`src/rtl/uart_pkg.sv`:
```
// Shared definitions for the UART TX arbiter: state encoding, default
// widths and the helpers that derive field widths from the parameters.
package uart_pkg;

  typedef enum logic {
    ST_IDLE = 1'b0,
    ST_XFER = 1'b1
  } state_t;

  localparam int DATA_SIZE_DEF = 10;
  localparam int MAX_BURST_DEF = 4;

  // Width needed to hold a burst length in 0..max_burst.
  function automatic int len_w(input int max_burst);
    return $clog2(max_burst + 1);
  endfunction

  // Width of a requester index, never less than one bit.
  function automatic int idx_w(input int num_req);
    return (num_req > 1) ? $clog2(num_req) : 1;
  endfunction

endpackage

```
`src/rtl/uart_rr_pick.sv`:
```
// Round-robin picker: finds the first asserted request strictly after
// last_idx, wrapping modulo NUM_REQ. Purely combinational.
module uart_rr_pick
  import uart_pkg::*;
#(
  parameter int NUM_REQ = 2,
  parameter int IDX_W   = idx_w(NUM_REQ)
) (
  input  logic [NUM_REQ-1:0] req,
  input  logic [IDX_W-1:0]   last_idx,
  output logic [NUM_REQ-1:0] pick,
  output logic [IDX_W-1:0]   pick_idx,
  output logic               valid
);

  // Wrap-around search; the first hit after last_idx wins.
  always_comb begin
    pick     = '0;
    pick_idx = '0;
    valid    = 1'b0;
    for (int off = 1; off <= NUM_REQ; off++) begin
      if (!valid && req[(int'(last_idx) + off) % NUM_REQ]) begin
        valid = 1'b1;
        pick[(int'(last_idx) + off) % NUM_REQ] = 1'b1;
        pick_idx = IDX_W'((int'(last_idx) + off) % NUM_REQ);
      end
    end
  end

endmodule

```
`src/rtl/uart_tx_arbiter.sv`:
```
// Shares one UART TX FIFO write port between NUM_REQ requesters. Grants are
// round-robin, one burst at a time, held until the burst completes or the
// granted requester drops its request.
//
// Handshake: a word moves when s_tick & fifo_wr is high in a cycle; fifo_wr
// is req[g] & ~fifo_full, so it never rises while the FIFO is full, and
// req_ack[g] pulses in exactly the cycles a word is accepted. Requesters
// keep req_data stable until they see req_ack.
module uart_tx_arbiter
  import uart_pkg::*;
#(
  parameter int DATA_SIZE = DATA_SIZE_DEF,
  parameter int NUM_REQ   = 2,
  parameter int MAX_BURST = MAX_BURST_DEF,
  parameter int LEN_W     = len_w(MAX_BURST),
  parameter int IDX_W     = idx_w(NUM_REQ)
) (
  input  logic                         clk,
  input  logic                         reset_n,
  input  logic                         s_tick,
  input  logic [NUM_REQ-1:0]           req,
  input  logic [NUM_REQ*LEN_W-1:0]     req_len,
  input  logic [NUM_REQ*DATA_SIZE-1:0] req_data,
  output logic [NUM_REQ-1:0]           req_ack,
  output logic [NUM_REQ-1:0]           grant,
  input  logic                         fifo_full,
  output logic                         fifo_wr,
  output logic [DATA_SIZE-1:0]         fifo_w_data,
  output logic                         busy,
  output logic                         abort,
  output logic                         dbg_state
);

  state_t             state;
  logic [IDX_W-1:0]   last_idx;
  logic [IDX_W-1:0]   g_idx;
  logic [LEN_W-1:0]   remaining;
  logic [NUM_REQ-1:0] pick;
  logic [IDX_W-1:0]   pick_idx;
  logic               pick_valid;
  logic [LEN_W-1:0]   pick_len;
  logic [LEN_W-1:0]   load_len;
  logic               g_req;
  logic               accept;

  uart_rr_pick #(
    .NUM_REQ (NUM_REQ),
    .IDX_W   (IDX_W)
  ) u_pick (
    .req      (req),
    .last_idx (last_idx),
    .pick     (pick),
    .pick_idx (pick_idx),
    .valid    (pick_valid)
  );

  // Clamp the winner's length: 0 means a single word, oversize saturates.
  always_comb begin
    pick_len = req_len[int'(pick_idx)*LEN_W +: LEN_W];
    if (pick_len == '0) begin
      load_len = LEN_W'(1);
    end else if (pick_len > LEN_W'(MAX_BURST)) begin
      load_len = LEN_W'(MAX_BURST);
    end else begin
      load_len = pick_len;
    end
  end

  // Write port: data mux on the registered grant, full gated locally.
  always_comb begin
    g_req       = (state == ST_XFER) && req[g_idx];
    fifo_wr     = g_req && !fifo_full;
    accept      = s_tick && fifo_wr;
    req_ack     = accept ? grant : '0;
    fifo_w_data = (state == ST_XFER) ? req_data[int'(g_idx)*DATA_SIZE +: DATA_SIZE] : '0;
  end

  assign busy      = (state == ST_XFER);
  assign dbg_state = state;

  // Arbitration FSM: IDLE picks a winner, XFER counts accepted words.
  always_ff @(posedge clk or negedge reset_n) begin
    if (!reset_n) begin
      state     <= ST_IDLE;
      grant     <= '0;
      g_idx     <= '0;
      remaining <= '0;
      last_idx  <= IDX_W'(NUM_REQ - 1);
      abort     <= 1'b0;
    end else begin
      abort <= 1'b0;
      case (state)
        ST_IDLE: begin
          if (pick_valid) begin
            grant     <= pick;
            g_idx     <= pick_idx;
            remaining <= load_len;
            state     <= ST_XFER;
          end
        end
        ST_XFER: begin
          if (!req[g_idx]) begin
            // Requester gave up mid-burst: release the port without a write.
            abort     <= 1'b1;
            grant     <= '0;
            remaining <= '0;
            last_idx  <= g_idx;
            state     <= ST_IDLE;
          end else if (accept) begin
            if (remaining == LEN_W'(1)) begin
              grant     <= '0;
              remaining <= '0;
              last_idx  <= g_idx;
              state     <= ST_IDLE;
            end else begin
              remaining <= remaining - LEN_W'(1);
            end
          end
        end
        default: state <= ST_IDLE;
      endcase
    end
  end

endmodule
```
`config.mk`:
```
export PLATFORM = sky130hd
export DESIGN_NAME = uart_tx_arbiter
export DESIGN_NICKNAME = d
export VERILOG_FILES = /design/src/rtl/uart_pkg.sv /design/src/rtl/uart_rr_pick.sv /design/src/rtl/uart_tx_arbiter.sv
export SDC_FILE = /design/constraint.sdc
export NUM_CORES = 1
export LEC_CHECK = 0
export CORE_MARGIN = 2
export CORE_UTILIZATION = 38
export CTS_CLUSTER_SIZE = 24
export DETAILED_ROUTE_END_ITERATION = 10
export PLACE_DENSITY = 0.83
export SYNTH_ARGS = -nofsm -noshare
export SYNTH_HDL_FRONTEND = slang
export SYNTH_SLANG_ARGS = --single-unit
```
`constraint.sdc`:
```
create_clock -name clk -period 2.4 [get_ports clk]
set_input_delay 0.24 -clock clk [delete_from_list [all_inputs] [get_ports clk]]
set_output_delay 0.24 -clock clk [all_outputs]
set_load 0.01 [all_outputs]
```
==> impl_metrics.csv, run 1 <==
group,metric,value,unit
timing,finalCriticalPeriod,2160,ps
cts,clockRootBuffer,"clkbuf_4",
detailed_routing,wl_per_cell,13.7,um
grt,antenna_found_initial,0,
cts,cts_tree,"built",
setup_path,cp_data_required_time,2160,ps
cts,max-clock-path-buffers,2,
cts,htreeDepth,1,
layout,layout_common_cells,"clkdlybuf4s50_1, mux2i_1, nor2_1",
placement,dpl.cell_count,160,
detailed_routing,vias,793,
placement,dp_hpwl,1.76,mm
yosys,async_reset_ff_share,100,%
layout,drive_gt1_share,7.30,%
yosys,yosys.area_share.simple,22.0,%
cts,cts.sinks,9,
setup_path,crit_slowest_cell,"clkdlybuf4s50_1",
setup_path,end_kind,"output pin",
yosys,synth_flop_cell,"dfrtp_1",
pwr,internal_power,695,uW
yosys,synth_adder_area_share,3.28,%
yosys,syn-num-nets,121,
die,die_w,48.8,um
timing,timing.slew.headroom,67.9,%
pwr,p_leak,0.570,nW
pwr,p_per_area,890,nW/um2
layout,area_growth,70.1,%
yosys,yosys.area.top_type_share,26.3,%
timing,clock.fmax,463,MHz
timing,fin_hold_ws,280,ps
placement,pre_cts_slack,264,ps
pwr,combPwrFrac,64.2,%
detailed_routing,drc,0,
flow_run,drv_cap,0,
pwr,pwr-share-seq,25.9,%
placement,finalWeightedCongestion,0.759,
yosys,muxShareOfSynthArea,16.4,%
setup_path,cp_max_fo,7,
yosys,yosysTopAreaCell,"dfrtp_1",
cts,cts_buffers,3,
grt,grt_pass1_vias,809,
yosys,syn_area,762,um2
timing,min_period_over_period,90.1,%
yosys,synth_edf_count,0,
yosys,synth_top_family_by_area,"simple AND/OR/NAND/NOR gates",
yosys,seq_area_frac_synth,29.7,%
layout,post-route-util,67.4,%
detailed_routing,drt_iter0_markers,10,
cts,clkSlewWorstSetupHoldPaths,60,ps
setup_path,crit_type,"in -> out",
pwr,clkPwrFrac,10.0,%
yosys,synth_cell_types,32,
yosys,ys_seq_elements,9,
timing,setup_violations,0,
detailed_routing,drt_pre_antenna_iters,5,
yosys,synth_warnings,0,
layout,fill_cells,179,
grt,grt_pass1_wl,3.70,mm
die,dieArea,2380,um2
placement,io_buffer_count,49,
setup_path,crit_path_frequent_cell,"clkdlybuf4s50_1",
layout,n_antenna_cell,0,
yosys,synthXorXnorAreaFrac,0,%
timing,timing.setup.tns,0,ps
grt,grt_max_degree,18,
timing,hold_viol,0,
yosys,syn_area_per_cell,8.76,um2
setup_path,cp.arrival,1920,ps
layout,stdcell_count,164,
pwr,switching_share,39.8,%
yosys,ys_top_cells_by_area,"dfrtp_1, mux2i_1, nor2_1, a21oi_1, dfstp_2",
grt,grt-ovfl-total,0,
detailed_routing,wl,2.25,mm
setup_path,max_stage_delay,500,ps
timing,skew,2.30,ps
timing,drv_slew,0,
layout,fin_area,1300,um2
timing,tightest_slew,481,ps
timing,setup_slack,238,ps
setup_path,r2r_cells,3,
die,rows,16,
pwr,power_switching,459,uW
layout,num-nets-final,172,
grt,grt_use_total,20.4,%
cts,cts_setup_buffers,0,
yosys,synth_cells,87,
setup_path,cp-start-kind,"input port",
placement,placed_area,1270,um2
setup_path,path_cells,"clkdlybuf4s50_1 > mux2_4 > and2_1 > and3_1 > clkdlybuf4s50_1",
detailed_routing,avgViaCountPerCell,4.84,
yosys,synth-compound-area-share,21.0,%
die,start_util,39.6,%
die,core_area,1920,um2
cts,worstSkewPairLatency,260,ps
timing,rsz0062_at_grt,"no",
die,ios,50,
pwr,worst_ir_drop_vdd,0.000537,V
layout,final_common_cell,"clkdlybuf4s50_1",
detailed_routing,antenna_left,0,
hold_path,hold_class,"in -> async",
pwr,finalPower,1.15,mW
die,die_y,48.8,um
run_status,outcome,"complete, no violations",
cts,holdBufCountCts,0,
cts,cts_resized,0,
layer usage:
metal,vias to the layer above,global-route usage (%),wire (um)
met1,371,23.8,982
li1,402,-,-
met5,-,0,0
met2,16,35.2,1150
met4,0,5.71,35
met3,4,7.06,85
power by group through the flow:
stage                     Clock, mW  Sequential, mW  Combinational, mW
final                         0.115           0.298              0.740
after global routing          0.131           0.310              0.807
after CTS                     0.118           0.298              0.743
after detailed placement          0           0.299              0.734
after global placement            0           0.295              0.714
after floorplan                   0           0.284              0.444
synthesized netlist by cell type (2+ instances only):
master	number
mux2i_1	11
o22a_1	2
dfrtp_1	8
and3_1	2
and2_1	2
o21ai_0	3
nand2_1	2
ha_1	2
clkbuf_1	2
nand2b_1	4
inv_1	7
a21oi_1	6
nor2_1	11
nand3b_1	2
nor2b_1	3
o21ai_1	3
a21o_1	2
cell families after synthesis:
family / Yosys count
flops: 9
simple gates: 30
buf+inv: 12
fa+ha+maj: 2
mux: 12
compound gates: 22
critical path: cells and delay by family:
| family | cells | cell delay (ps) |
|---|---|---|
| and+or+nand+nor | 2 | 370 |
| buffers and inverters | 2 | 970 |
| muxes | 1 | 340 |
layout make-up:
class,instances,area [um2],share of cell area [%]
sequential,9,226,17.5
timing repair buffer,51,505,39.0
multi-input combinational,66,478,36.9
tap,27,33.8,2.61
inverter,7,26.3,2.03
clock buffer,4,26.3,2.03
registers in the layout (all words and copies together) (netlist names):
name / flops
g_idx: 1
remaining: 3
grant: 2
busy: 1
abort: 1
last_idx: 1
final timing paths:
kind | from | to | slack (ps)
max in group asynchronous | reset_n | last_idx | 1790
min in group clk | last_idx | last_idx | 510
max reg2reg | busy | grant[1] | 970
min reg2reg | last_idx | last_idx | 510
min | reset_n | remaining[0] | 280
max | req[1] | req_ack[0] | 240
Note: power is estimated with default switching activity, not from simulation.
==> run 2, diff against run 1 <==
--- a/config.mk
+++ b/config.mk
@@ -5,6 +5,7 @@
 export SDC_FILE = /design/constraint.sdc
 export NUM_CORES = 1
 export LEC_CHECK = 0
+export ABC_CLOCK_PERIOD_IN_PS = 2400
 export CORE_MARGIN = 2
 export CORE_UTILIZATION = 38
 export CTS_CLUSTER_SIZE = 24
==> results of run 2 <==
Same layout as run 1: the final DEF is identical, and so are final timing and power.
==> run 3, diff against run 2 <==
--- a/config.mk
+++ b/config.mk
@@ -10,6 +10,7 @@
 export CORE_UTILIZATION = 38
 export CTS_CLUSTER_SIZE = 24
 export DETAILED_ROUTE_END_ITERATION = 10
+export MAX_ROUTING_LAYER = met4
 export PLACE_DENSITY = 0.83
 export SYNTH_ARGS = -nofsm -noshare
 export SYNTH_HDL_FRONTEND = slang
==> run 3 against run 2 <==
First-iteration DRC count unchanged. Highest routed layer unchanged. Combinational power about the same. Cell area unchanged. Flip-flop and latch count unchanged.
==> impl_metrics.csv, run 3 (same netlist as run 1, synthesis figures left out) <==
group,metric,value,unit
run_status,outcome,"complete, no violations",
die,die_w,48.8,um
grt,antenna_found_initial,0,
cts,cts_resized,0,
layout,register_area,226,um2
cts,htreeDepth,1,
cts,cts_buffers,3,
detailed_routing,wl_per_cell,13.6,um
pwr,p_leak,0.570,nW
setup_path,end_kind,"output pin",
layout,multiInputGateArea,478,um2
layout,area_growth,70.1,%
grt,grt_max_degree,18,
setup_path,cp-start-kind,"flop",
timing,setup_violations,0,
placement,io_buffer_count,49,
cts,cts_tree,"built",
die,rows,16,
layout,largestRegisters,"remaining x3, grant x2",
layout,largest_reg_flops,3,
timing,timing.setup.tns,0,ps
timing,timing.slew.headroom,67.7,%
detailed_routing,vias,791,
detailed_routing,wl,2.23,mm
detailed_routing,avgViaCountPerCell,4.82,
placement,dp_hpwl,1.76,mm
placement,dpl.cell_count,160,
cts,clkSlewWorstSetupHoldPaths,60,ps
timing,setup_slack,240,ps
cts,cts_setup_buffers,0,
layout,num-nets-final,172,
layout,final_common_cell,"clkdlybuf4s50_1",
timing,min_period_over_period,90.0,%
die,die_y,48.8,um
setup_path,cp_top_family,"buffers and inverters",
placement,pre_cts_slack,264,ps
grt,grt_pass1_vias,810,
pwr,worst_ir_drop_vdd,0.000532,V
placement,finalWeightedCongestion,0.769,
timing,drv_slew,0,
setup_path,crit_buf_inv,2,
layout,fill_cells,179,
setup_path,cp_data_required_time,2160,ps
die,start_util,39.6,%
hold_path,hold_class,"in -> async",
timing,rsz0062_at_grt,"no",
cts,clockRootBuffer,"clkbuf_4",
pwr,p_per_area,888,nW/um2
layout,n_antenna_cell,0,
flow_run,drv_cap,0,
setup_path,path_cells,"inv_1 > nor2_1 > clkdlybuf4s50_1",
cts,max-clock-path-buffers,2,
setup_path,crit_slowest_cell,"dfrtp_1",
cts,worstSkewPairLatency,260,ps
timing,clock.fmax,463,MHz
timing,finalCriticalPeriod,2160,ps
pwr,finalPower,1.15,mW
timing,skew,2.68,ps
timing,hold_viol,0,
setup_path,cp_max_fo,17,
die,dieArea,2380,um2
timing,tightest_slew,483,ps
cts,cts.sinks,9,
die,ios,50,
layout,fin_area,1300,um2
die,core_area,1920,um2
cts,holdBufCountCts,0,
detailed_routing,drt_pre_antenna_iters,4,
placement,placed_area,1270,um2
grt,grt_use_total,20.9,%
setup_path,crit_type,"reg -> out",
layout,layout_common_cells,"clkdlybuf4s50_1, mux2i_1, nor2_1",
layout,top_register,"remaining",
setup_path,max_stage_delay,580,ps
detailed_routing,drc,0,
setup_path,cp.arrival,1920,ps
layout,stdcell_count,164,
layout,drive_gt1_share,7.30,%
grt,grt-ovfl-total,0,
detailed_routing,antenna_left,0,
detailed_routing,drt_iter0_markers,10,
grt,grt_pass1_wl,3.70,mm
==> run 3: cell counts in the layout (fill, tap and decap cells not counted) <==
Identical to the previous run, type by type.
==> run 3: layer usage <==
metal  track usage [%]  part of all wire [%]  vias up
met5                 -                     0        -
met4              5.71                   1.4        0
met3              7.06                   3.1        4
met2              35.2                    51       14
met1              23.8                    44      373
li1                  -                     -      400
==> run 3: where the power goes <==
| part | switching, mW | leakage [nW] | internal (mW) | total [mW] |
|---|---|---|---|---|
| Clock | 0.0498 | 0.0150 | 0.0639 | 0.114 |
| Combinational | 0.336 | 0.445 | 0.404 | 0.739 |
| Sequential | 0.0712 | 0.109 | 0.227 | 0.298 |
| Total | 0.457 | 0.570 | 0.695 | 1.15 |
==> run 3: path summary, 6_finish.rpt <==
check	from	endpoint	slack [ps]	cells after the start
worst min register to register	last_idx	last_idx	510	2
max in group asynchronous	reset_n	last_idx	1790	1
worst max-delay path	busy	fifo_w_data[0]	240	3
worst max register to register	busy	grant[1]	970	3
worst min-delay path	reset_n	remaining[0]	280	1
min in group clk	last_idx	last_idx	510	2
==> run 3: stage by stage <==
| step | util [%] | hold slack [ps] |
|---|---|---|
| 6_report | 67.4 | 282 |
| 5_1_grt | 67.4 | 303 |
| 4_1_cts | 67.4 | 289 |
| 3_5_place_dp | 66.1 | 498 |
| 3_3_place_gp | 66.1 | 490 |
| 2_1_floorplan | - | -55.6 |
==> run 3: final cells by class <==
| cell class | count | area share [%] |
|---|---|---|
| Clock buffer | 4 | 2.03 |
| Inverter | 7 | 2.03 |
| Multi-Input combinational cell | 66 | 36.9 |
| Sequential cell | 9 | 17.5 |
| Tap cell | 27 | 2.61 |
| Timing Repair Buffer | 51 | 39.0 |
